**src/rtl/instr_fetch_stage_if.sv**
```systemverilog
// Bundle of the IF stage's bus signals: the program ROM port, the redirect/halt
// controls coming back from later stages, the IF/ID valid/ready boundary and
// the misalignment fault report.
//   master : the fetch stage (drives ROM address/enables, if_*, fault*)
//   slave  : the surroundings (ROM, decode, branch unit)
interface instr_fetch_stage_if;
  // Program ROM, combinational read, word addressed
  logic [31:0] rom_addr;
  logic        rom_ce;
  logic        rom_read_en;
  logic [31:0] rom_data;
  // Control flow from later stages
  logic        redirect_valid;
  logic [31:0] redirect_pc;
  logic        halt_req;
  // IF/ID boundary
  logic        id_ready;
  logic        if_valid;
  logic [31:0] if_instr;
  logic [31:0] if_pc;
  logic [31:0] if_pc_plus4;
  // Misaligned-redirect report
  logic        fault;
  logic [31:0] fault_pc;

  modport master (
    output rom_addr, rom_ce, rom_read_en,
    input  rom_data,
    input  redirect_valid, redirect_pc, halt_req, id_ready,
    output if_valid, if_instr, if_pc, if_pc_plus4,
    output fault, fault_pc
  );

  modport slave (
    input  rom_addr, rom_ce, rom_read_en,
    output rom_data,
    output redirect_valid, redirect_pc, halt_req, id_ready,
    input  if_valid, if_instr, if_pc, if_pc_plus4,
    input  fault, fault_pc
  );
endinterface

```
**src/rtl/instr_fetch_stage.sv**
```systemverilog
// Instruction fetch stage of the MIPS core.
// Holds the PC, presents a word address to a combinational-read program ROM and
// registers the returned word into the IF/ID boundary with a valid/ready
// handshake. Branch/jump redirects replace the PC and kill the pending word;
// a level halt request stops fetching; a misaligned redirect target locks the
// stage in FAULT until reset.
// Ports:
//   clk    : core clock, rising edge
//   rst_n  : asynchronous active-low reset
//   bus    : instr_fetch_stage_if.master
//            rom_addr/rom_ce/rom_read_en/rom_data  - program ROM port
//            redirect_valid/redirect_pc/halt_req    - control flow inputs
//            id_ready/if_valid/if_instr/if_pc/if_pc_plus4 - IF/ID boundary
//            fault/fault_pc                         - sticky misalignment report
module instr_fetch_stage #(
  parameter logic [31:0] RESET_PC = 32'h0000_0000
) (
  input  logic                       clk,
  input  logic                       rst_n,
  instr_fetch_stage_if.master        bus
);

  typedef enum logic [1:0] {
    BOOT  = 2'd0,
    RUN   = 2'd1,
    HALT  = 2'd2,
    FAULT = 2'd3
  } state_t;

  state_t      state;
  logic [31:0] pc;
  logic        rom_ce;
  logic        if_valid;
  logic [31:0] if_instr;
  logic [31:0] if_pc;
  logic [31:0] if_pc_plus4;
  logic        fault;
  logic [31:0] fault_pc;

  logic        adv;
  logic        redirect_misaligned;

  // Decode may take the current word, or the boundary is empty: either way a
  // new word can be loaded this cycle.
  assign adv                 = !if_valid || bus.id_ready;
  assign redirect_misaligned = bus.redirect_pc[1:0] != 2'b00;

  // The ROM sees the PC directly, so a held PC keeps the address stable
  // during stalls and halts.
  assign bus.rom_addr    = {2'b00, pc[31:2]};
  assign bus.rom_ce      = rom_ce;
  assign bus.rom_read_en = rom_ce;
  assign bus.if_valid    = if_valid;
  assign bus.if_instr    = if_instr;
  assign bus.if_pc       = if_pc;
  assign bus.if_pc_plus4 = if_pc_plus4;
  assign bus.fault       = fault;
  assign bus.fault_pc    = fault_pc;

  // NOTE: all state here is plain flops updated with non-blocking assignments,
  // so every register reads its pre-edge value regardless of statement order.
  always_ff @(posedge clk or negedge rst_n) begin
    if (!rst_n) begin
      state       <= BOOT;
      pc          <= RESET_PC;
      rom_ce      <= 1'b0;
      if_valid    <= 1'b0;
      if_instr    <= 32'h0;
      if_pc       <= 32'h0;
      if_pc_plus4 <= 32'h0;
      fault       <= 1'b0;
      fault_pc    <= 32'h0;
    end else begin
      case (state)
        // One idle cycle out of reset; redirects are not honoured here.
        BOOT: begin
          if (bus.halt_req) begin
            state <= HALT;
          end else begin
            state  <= RUN;
            rom_ce <= 1'b1;
          end
        end

        RUN: begin
          if (bus.redirect_valid) begin
            // The word at the old PC is dropped even if decode is stalled.
            if_valid <= 1'b0;
            if (redirect_misaligned) begin
              state    <= FAULT;
              rom_ce   <= 1'b0;
              fault    <= 1'b1;
              fault_pc <= bus.redirect_pc;
            end else begin
              pc <= bus.redirect_pc;
            end
          end else if (bus.halt_req) begin
            // Stop fetching; a word consumed this cycle is not replaced.
            state  <= HALT;
            rom_ce <= 1'b0;
            if (bus.id_ready) if_valid <= 1'b0;
          end else if (adv) begin
            if_valid    <= 1'b1;
            if_instr    <= bus.rom_data;
            if_pc       <= pc;
            if_pc_plus4 <= pc + 32'd4;
            pc          <= pc + 32'd4;
          end
        end

        HALT: begin
          if (bus.redirect_valid && redirect_misaligned) begin
            state    <= FAULT;
            if_valid <= 1'b0;
            fault    <= 1'b1;
            fault_pc <= bus.redirect_pc;
          end else begin
            // A redirect while halted only moves the PC; the pending word,
            // if any, drains to decode otherwise.
            if (bus.redirect_valid) begin
              pc       <= bus.redirect_pc;
              if_valid <= 1'b0;
            end else if (bus.id_ready) begin
              if_valid <= 1'b0;
            end
            if (!bus.halt_req) begin
              state  <= RUN;
              rom_ce <= 1'b1;
            end
          end
        end

        // Terminal until reset; outputs were already settled on entry.
        FAULT: begin
          state <= FAULT;
        end

        default: begin
          state <= BOOT;
        end
      endcase
    end
  end

endmodule

```
**src/flat_wrapper.sv**
```systemverilog
// flat-port wrapper written by rule: the top's interface ports become plain ports
module instr_fetch_stage_flat 
#(
  parameter logic [31:0] RESET_PC = 32'h0000_0000
)
  (clk, rst_n, bus_rom_addr, bus_rom_ce, bus_rom_read_en, bus_rom_data, bus_redirect_valid, bus_redirect_pc, bus_halt_req, bus_id_ready, bus_if_valid, bus_if_instr, bus_if_pc, bus_if_pc_plus4, bus_fault, bus_fault_pc);
  instr_fetch_stage_if bus_i ();
  input  logic clk;
  input  logic rst_n;
  output wire logic [$bits(bus_i.rom_addr)-1:0] bus_rom_addr;
  output wire logic [$bits(bus_i.rom_ce)-1:0] bus_rom_ce;
  output wire logic [$bits(bus_i.rom_read_en)-1:0] bus_rom_read_en;
  input wire logic [$bits(bus_i.rom_data)-1:0] bus_rom_data;
  input wire logic [$bits(bus_i.redirect_valid)-1:0] bus_redirect_valid;
  input wire logic [$bits(bus_i.redirect_pc)-1:0] bus_redirect_pc;
  input wire logic [$bits(bus_i.halt_req)-1:0] bus_halt_req;
  input wire logic [$bits(bus_i.id_ready)-1:0] bus_id_ready;
  output wire logic [$bits(bus_i.if_valid)-1:0] bus_if_valid;
  output wire logic [$bits(bus_i.if_instr)-1:0] bus_if_instr;
  output wire logic [$bits(bus_i.if_pc)-1:0] bus_if_pc;
  output wire logic [$bits(bus_i.if_pc_plus4)-1:0] bus_if_pc_plus4;
  output wire logic [$bits(bus_i.fault)-1:0] bus_fault;
  output wire logic [$bits(bus_i.fault_pc)-1:0] bus_fault_pc;
  assign bus_rom_addr = bus_i.rom_addr;
  assign bus_rom_ce = bus_i.rom_ce;
  assign bus_rom_read_en = bus_i.rom_read_en;
  assign bus_i.rom_data = bus_rom_data;
  assign bus_i.redirect_valid = bus_redirect_valid;
  assign bus_i.redirect_pc = bus_redirect_pc;
  assign bus_i.halt_req = bus_halt_req;
  assign bus_i.id_ready = bus_id_ready;
  assign bus_if_valid = bus_i.if_valid;
  assign bus_if_instr = bus_i.if_instr;
  assign bus_if_pc = bus_i.if_pc;
  assign bus_if_pc_plus4 = bus_i.if_pc_plus4;
  assign bus_fault = bus_i.fault;
  assign bus_fault_pc = bus_i.fault_pc;
  instr_fetch_stage #(.RESET_PC(RESET_PC)) u_core (.clk(clk), .rst_n(rst_n), .bus(bus_i));
endmodule
```
**config.mk**
```make
export PLATFORM = sky130hd
export DESIGN_NAME = instr_fetch_stage_flat
export DESIGN_NICKNAME = d
export VERILOG_FILES = /design/src/rtl/instr_fetch_stage_if.sv /design/src/rtl/instr_fetch_stage.sv /design/src/flat_wrapper.sv
export SDC_FILE = /design/constraint.sdc
export NUM_CORES = 1
export LEC_CHECK = 0
export BUFFER_PORTS_ARGS = -buffer_cell sky130_fd_sc_hd__buf_2
export CORE_ASPECT_RATIO = 0.6
export CORE_MARGIN = 3
export CORE_UTILIZATION = 50
export CTS_CLUSTER_SIZE = 10
export DETAILED_ROUTE_END_ITERATION = 10
export PLACE_DENSITY_LB_ADDON = 0.12
export SLEW_MARGIN = 10
export SYNTH_ARGS = -nofsm -noshare
export SYNTH_HDL_FRONTEND = slang
export SYNTH_SLANG_ARGS = --single-unit
```
**constraint.sdc**
```tcl
create_clock -name clk -period 5.7 [get_ports clk]
set_input_delay 0.57 -clock clk [delete_from_list [all_inputs] [get_ports clk]]
set_output_delay 0.57 -clock clk [all_outputs]
set_load 0.01 [all_outputs]
```
After elaboration in Yosys (flattened, before gate mapping)
Cells that the tools add are included.
{ "totals": {"ff_bits": 165, "input_bits": 69, "out_inout_bits": 164, "word_cells": 75} }
{ "op_classes": {"addsub": 1, "n_eq_ne": 15, "muxes": 35, "bitwise_logic": 2, "n_reduce_logical": 13} }
{ "op_table": {"columns": ["operator", "n"], "rows": [
  ["two-way mux 32 bit", 9],
  ["one-hot mux 32 bit (2 select lines)", 2],
  ["adder 32 x 3 -> 32 bit, second input constant", 1],
  ["two-way mux 1 bit", 14],
  ["two-way mux 2 bit", 6],
  ["AND reduction 4 bit", 3],
  ["inequality test 3 x 2 -> 1 bit, second input constant", 3],
  ["inequality test 3 bit, second input constant", 3],
  ["one-hot mux 2 bit (4 select lines)", 1],
  ["inequality test 2 bit, second input constant", 3],
  ["AND reduction 6 bit", 1],
  ["== test 2 bit, second input constant", 2],
  ["inequality test 2 x 1 -> 1 bit, second input constant", 2],
  ["inequality test 4 x 3 -> 1 bit, second input constant", 1],
  ["one-hot mux 1 bit (2 select lines)", 2],
  ["nonzero test 2 bit", 2],
  ["one-hot mux 1 bit (3 select lines)", 1],
  ["AND reduction 3 bit", 1],
  ["nonzero test 3 bit", 1],
  ["== test 2 x 1 -> 1 bit, second input constant", 1],
  ["logical NOT 2 bit", 1],
  ["inverter 1 bit", 2],
  ["AND reduction 2 bit", 1],
  ["logical AND 1 bit", 1],
  ["other kinds (2)", 2]
]} }

Depth between registers and ports, before layout
{ "logic_depth": {"word_depth": 6, "depth_mapped": 10, "depth_no_buf": 7} }

Worst setup path before layout
No wires, ideal clock.
{ "synth_timing": {"path_type": "register -> register", "start": "register u_core.state[0]", "end": "register u_core.pc[5]", "setup_time_ns": 0.121, "arrival_ns": 2.134, "required_ns": 5.579, "slack_ns": 3.445, "stages_incl_launch_ff": 10, "synth_period_minus_slack_ns": 2.255, "cell_sequence": "dfrtp_1 -> inv_1 -> ha_1 -> clkbuf_1 -> or2_2 -> a32oi_1 -> clkbuf_1 -> clkbuf_1 -> nor2_1 -> o22a_1"} }
{ "synth_between": {"elab_chain_cells": 3, "word_cells_on_any_way": 10, "cone_classes": "eq/ne (7); mux (1); reduce/logical (2)"} }
{ "synth_lines": {"columns": ["item", "line", "rtl"], "rows": [
  ["start, declared", "instr_fetch_stage.sv:30", "state_t state;"],
  ["start signal, assigned", "instr_fetch_stage.sv:64", "state <= BOOT;"],
  ["start signal, assigned", "instr_fetch_stage.sv:78", "state <= HALT;"],
  ["start signal, assigned", "instr_fetch_stage.sv:80", "state <= RUN;"],
  ["== test 2 x 1 -> 1 bit / == test 2 bit (equally long branches)", "instr_fetch_stage.sv:74", "case (state)"],
  ["inequality test 3 bit (no line), or another cell as far along", null, null],
  ["AND reduction 6 bit (no line)", null, null],
  ["end signal, assigned", "instr_fetch_stage.sv:95", "pc <= bus.redirect_pc;"],
  ["end signal, assigned", "instr_fetch_stage.sv:107", "pc <= pc + 32'd4;"],
  ["end signal, assigned", "instr_fetch_stage.sv:121", "pc <= bus.redirect_pc;"],
  ["end, declared", "instr_fetch_stage.sv:31", "logic [31:0] pc;"]
]} }
Parallel ways exist; a longest one is shown, timed or not.
A chain may end at the register's enable or synchronous reset.

Worst setup path after layout
{ "layout_timing": {"start": "register u_core.state[1]", "end": "register u_core.pc[13]"} }
The elaborated chain is that of the path after synthesis.

==> run metrics <==
status=complete, no violations; Die Span Y=101 um; Area Growth Syn to Fin=21.3%; Seq cells post-synth=163; worst rel slew slack=23.4%; leak pwr=between 4 and 5 nW; Gate Count Post-Synth=roughly 810; Tcrit/Tclk final=about half; Diodes inserted=0; # clock sinks=163; reg2reg start=u_core.state[1]; average size of a mapped cell=9.34 um^2; final slew viol count=0; CP endpoint kind=flop; num rows=34; Routed Antenna Nets=0; EDFF count, synth=0; max-cap viol count=0; Die Wd=165 um; deepest level of the CTS H-tree=4; placement-stage worst setup slack=2.56 ns; TritonCTS buffer count=17; CP Max Fanout=26; global-route wire length before repair=~32,000 um; critical path endpoint=u_core.pc[13]; CP startpoint=u_core.state[1]; top cell type's share of synthesized area=between 50% and 60%; GRT Total Usage=24.2%; Setup WS post-layout=2.77 ns; measured slew at the worst slew-check pin=1.15 ns; Root Buffer=clkbuf_16; vias in the first global route=roughly 6k; Post-Route WL=20,000 um; Post CTS Setup Buffer Count=0; R2R depth=7; r2r endpoint=u_core.pc[13]; Initial Util=51.6%; largest net degree at the start of global routing=slightly above 90; setup_tns=0 ns; Fin Hold WS=about 0.057 ns; critical path type=flop to flop; skew final=0.0115 ns; most common cell after layout, fill and taps aside=nand2_1; Power per Cell Area=594 mW/mm^2; setup violators final=0; hold buffers post-CTS=0; initial antenna violation count=0; most frequent cells in the layout=nand2_1 (255), buf_2 (229), dfrtp_1 (163), o21ai_0 (55), inv_1 (22); CTS tree=built; PostCTS Resize Cnt=0; FILL cells=1,292; GP Congestion=0.837; CTS clk-pin slew, worst paths=roughly 0.070 ns; First DRT Iteration DRCs=about 420; Seq/Total Area, Yosys=53.8%; Startpoint Class=flop; Post-DP HPWL=13,800 um; share of cells above drive strength 1=30.0%; minimum clock period=2.93 ns; drt pass-1 iters=5; placed cell area=between 0.008 and 0.009 mm^2; Synth cell types=53; fin area=approximately 0.0092 mm^2; vias=6,287; global route overflow=0; Synth Warn #=0; Highest Clock Rate=~0.34 GHz; critical path required time=roughly 6 ns; Main synth FF type=dfrtp_1; top cell type by total area after synthesis=dfrtp_1; IO buf count=230; FF-to-FF setup slack=2.77 ns; ranking of synthesized cells by area=dfrtp_1 (54%), nand2_1 (13%), o21ai_0 (3.7%); CTS Buffer Depth=2; Post-layout nets=1,057; total die area=0.0167 mm^2; RSZ-0062 raised after global routing=no; total power=5.46 mW; DR WL/cell=approximately 17 um; area of the mapped netlist=0.00758 mm^2; data arrival time of the critical path=3.25 ns; VDD IR max=around 280 uV; residual DRC count=0; core area=0.0147 mm^2; asr flop ratio synth=100%; worst min path class=input port to asynchronous set/reset pin; # IOs=233; worst skew pair latency=0.42 ns; via/cell ratio=between 5 and 6; Hold Vio Cnt, Final=0
layout make-up:
class	instances	area (um^2)	area share (%)
Clock buffer	20	447	4.86
Clock inverter	12	121	1.32
Inverter	22	82.6	0.898
Multi-Input combinational cell	543	3010	32.8
Sequential cell	163	4080	44.4
Tap cell	198	248	2.70
Timing Repair Buffer	236	1200	13.1
per-layer routing:
metal	routed length (um)	part of all wire, %	vias up	GRT usage [%]
met5	0	0	-	0
met4	49	0.24	0	3.93
met3	1470	7.3	6	5.72
met2	8490	42	211	34.1
met1	10000	50	3034	38.6
li1	-	-	3036	-
cell families (layout without fill, tap and decap cells):
| family | Yosys count | after routing | share of synthesized area (%) |
|---|---|---|---|
| XOR/XNOR | 28 | 28 | 3.24 |
| flip-flops | 163 | 163 | 53.8 |
| adder cells (fa/ha/maj) | 5 | 5 | 0.826 |
| AO/OA/AOI/OAI | 149 | 149 | 12.9 |
| multiplexers | 18 | 18 | 2.67 |
| AND/OR/NAND/NOR | 341 | 341 | 19.3 |
| other | 1 | 2 | 0.0495 |
| buffers and inverters | 106 | 290 | 7.13 |
metrics by stage:
step	utilization [%]	std cells
global route	62.6	1194
CTS	62.6	1194
finish	62.6	1194
global placement	58.8	1162
floorplan	-	812
detailed placement	58.8	1162
worst max-delay path, stage by stage, from the launching register on:
cell and delay (ns):
dfrtp_1 0.45, inv_1 0.11, ha_1 0.27, nor2b_1 0.42, nand2_1 0.23, o21ai_2 0.94
o21ai_0 0.21, a22oi_1 0.21
synthesized netlist by cell type, types with 9 or more instances:
| library cell | number |
|---|---|
| and3_1 | 10 |
| nor2_1 | 22 |
| a32oi_1 | 14 |
| dfrtp_1 | 163 |
| inv_1 | 22 |
| buf_4 | 35 |
| a21oi_1 | 20 |
| clkbuf_1 | 43 |
| o22a_1 | 16 |
| nand2_1 | 255 |
| xnor2_1 | 20 |
| nand3_1 | 13 |
| o21ai_0 | 56 |
| o21a_1 | 9 |
| mux2_2 | 18 |
state kept, by name (all words and copies together) (netlist names):
register,cells
u_core.bus.fault,1
u_core.bus.fault_pc,32
u_core.bus.if_instr,32
u_core.bus.if_pc,30
u_core.bus.if_pc_plus4,32
u_core.bus.if_valid,1
u_core.bus.rom_ce,1
u_core.pc,32
u_core.state,2
how the worst min path moves through the flow:
stage / slack (ns) / start / end / depth (start not counted)
after global placement: 0.45 / u_core.bus.fault / u_core.bus.fault / 1
after detailed placement: 0.46 / u_core.bus.if_pc[28] / u_core.bus.if_pc[28] / 2
after floorplan: 0.27 / rst_n / u_core.bus.fault / 0
final: 0.06 / rst_n / u_core.bus.if_instr[10] / 1
after CTS: 0.07 / rst_n / u_core.bus.if_instr[10] / 1
after global routing: 0.08 / rst_n / u_core.bus.if_instr[10] / 1
report_power, final:
group | leakage (nW) | internal (mW) | switching, mW
registers | 1.97 | 1.71 | 0.483
clock network | 0.264 | 0.621 | 0.481
logic | 2.43 | 0.911 | 1.26
total | 4.66 | 3.24 | 2.22
No activity file was read; power rests on OpenSTA's default activity.
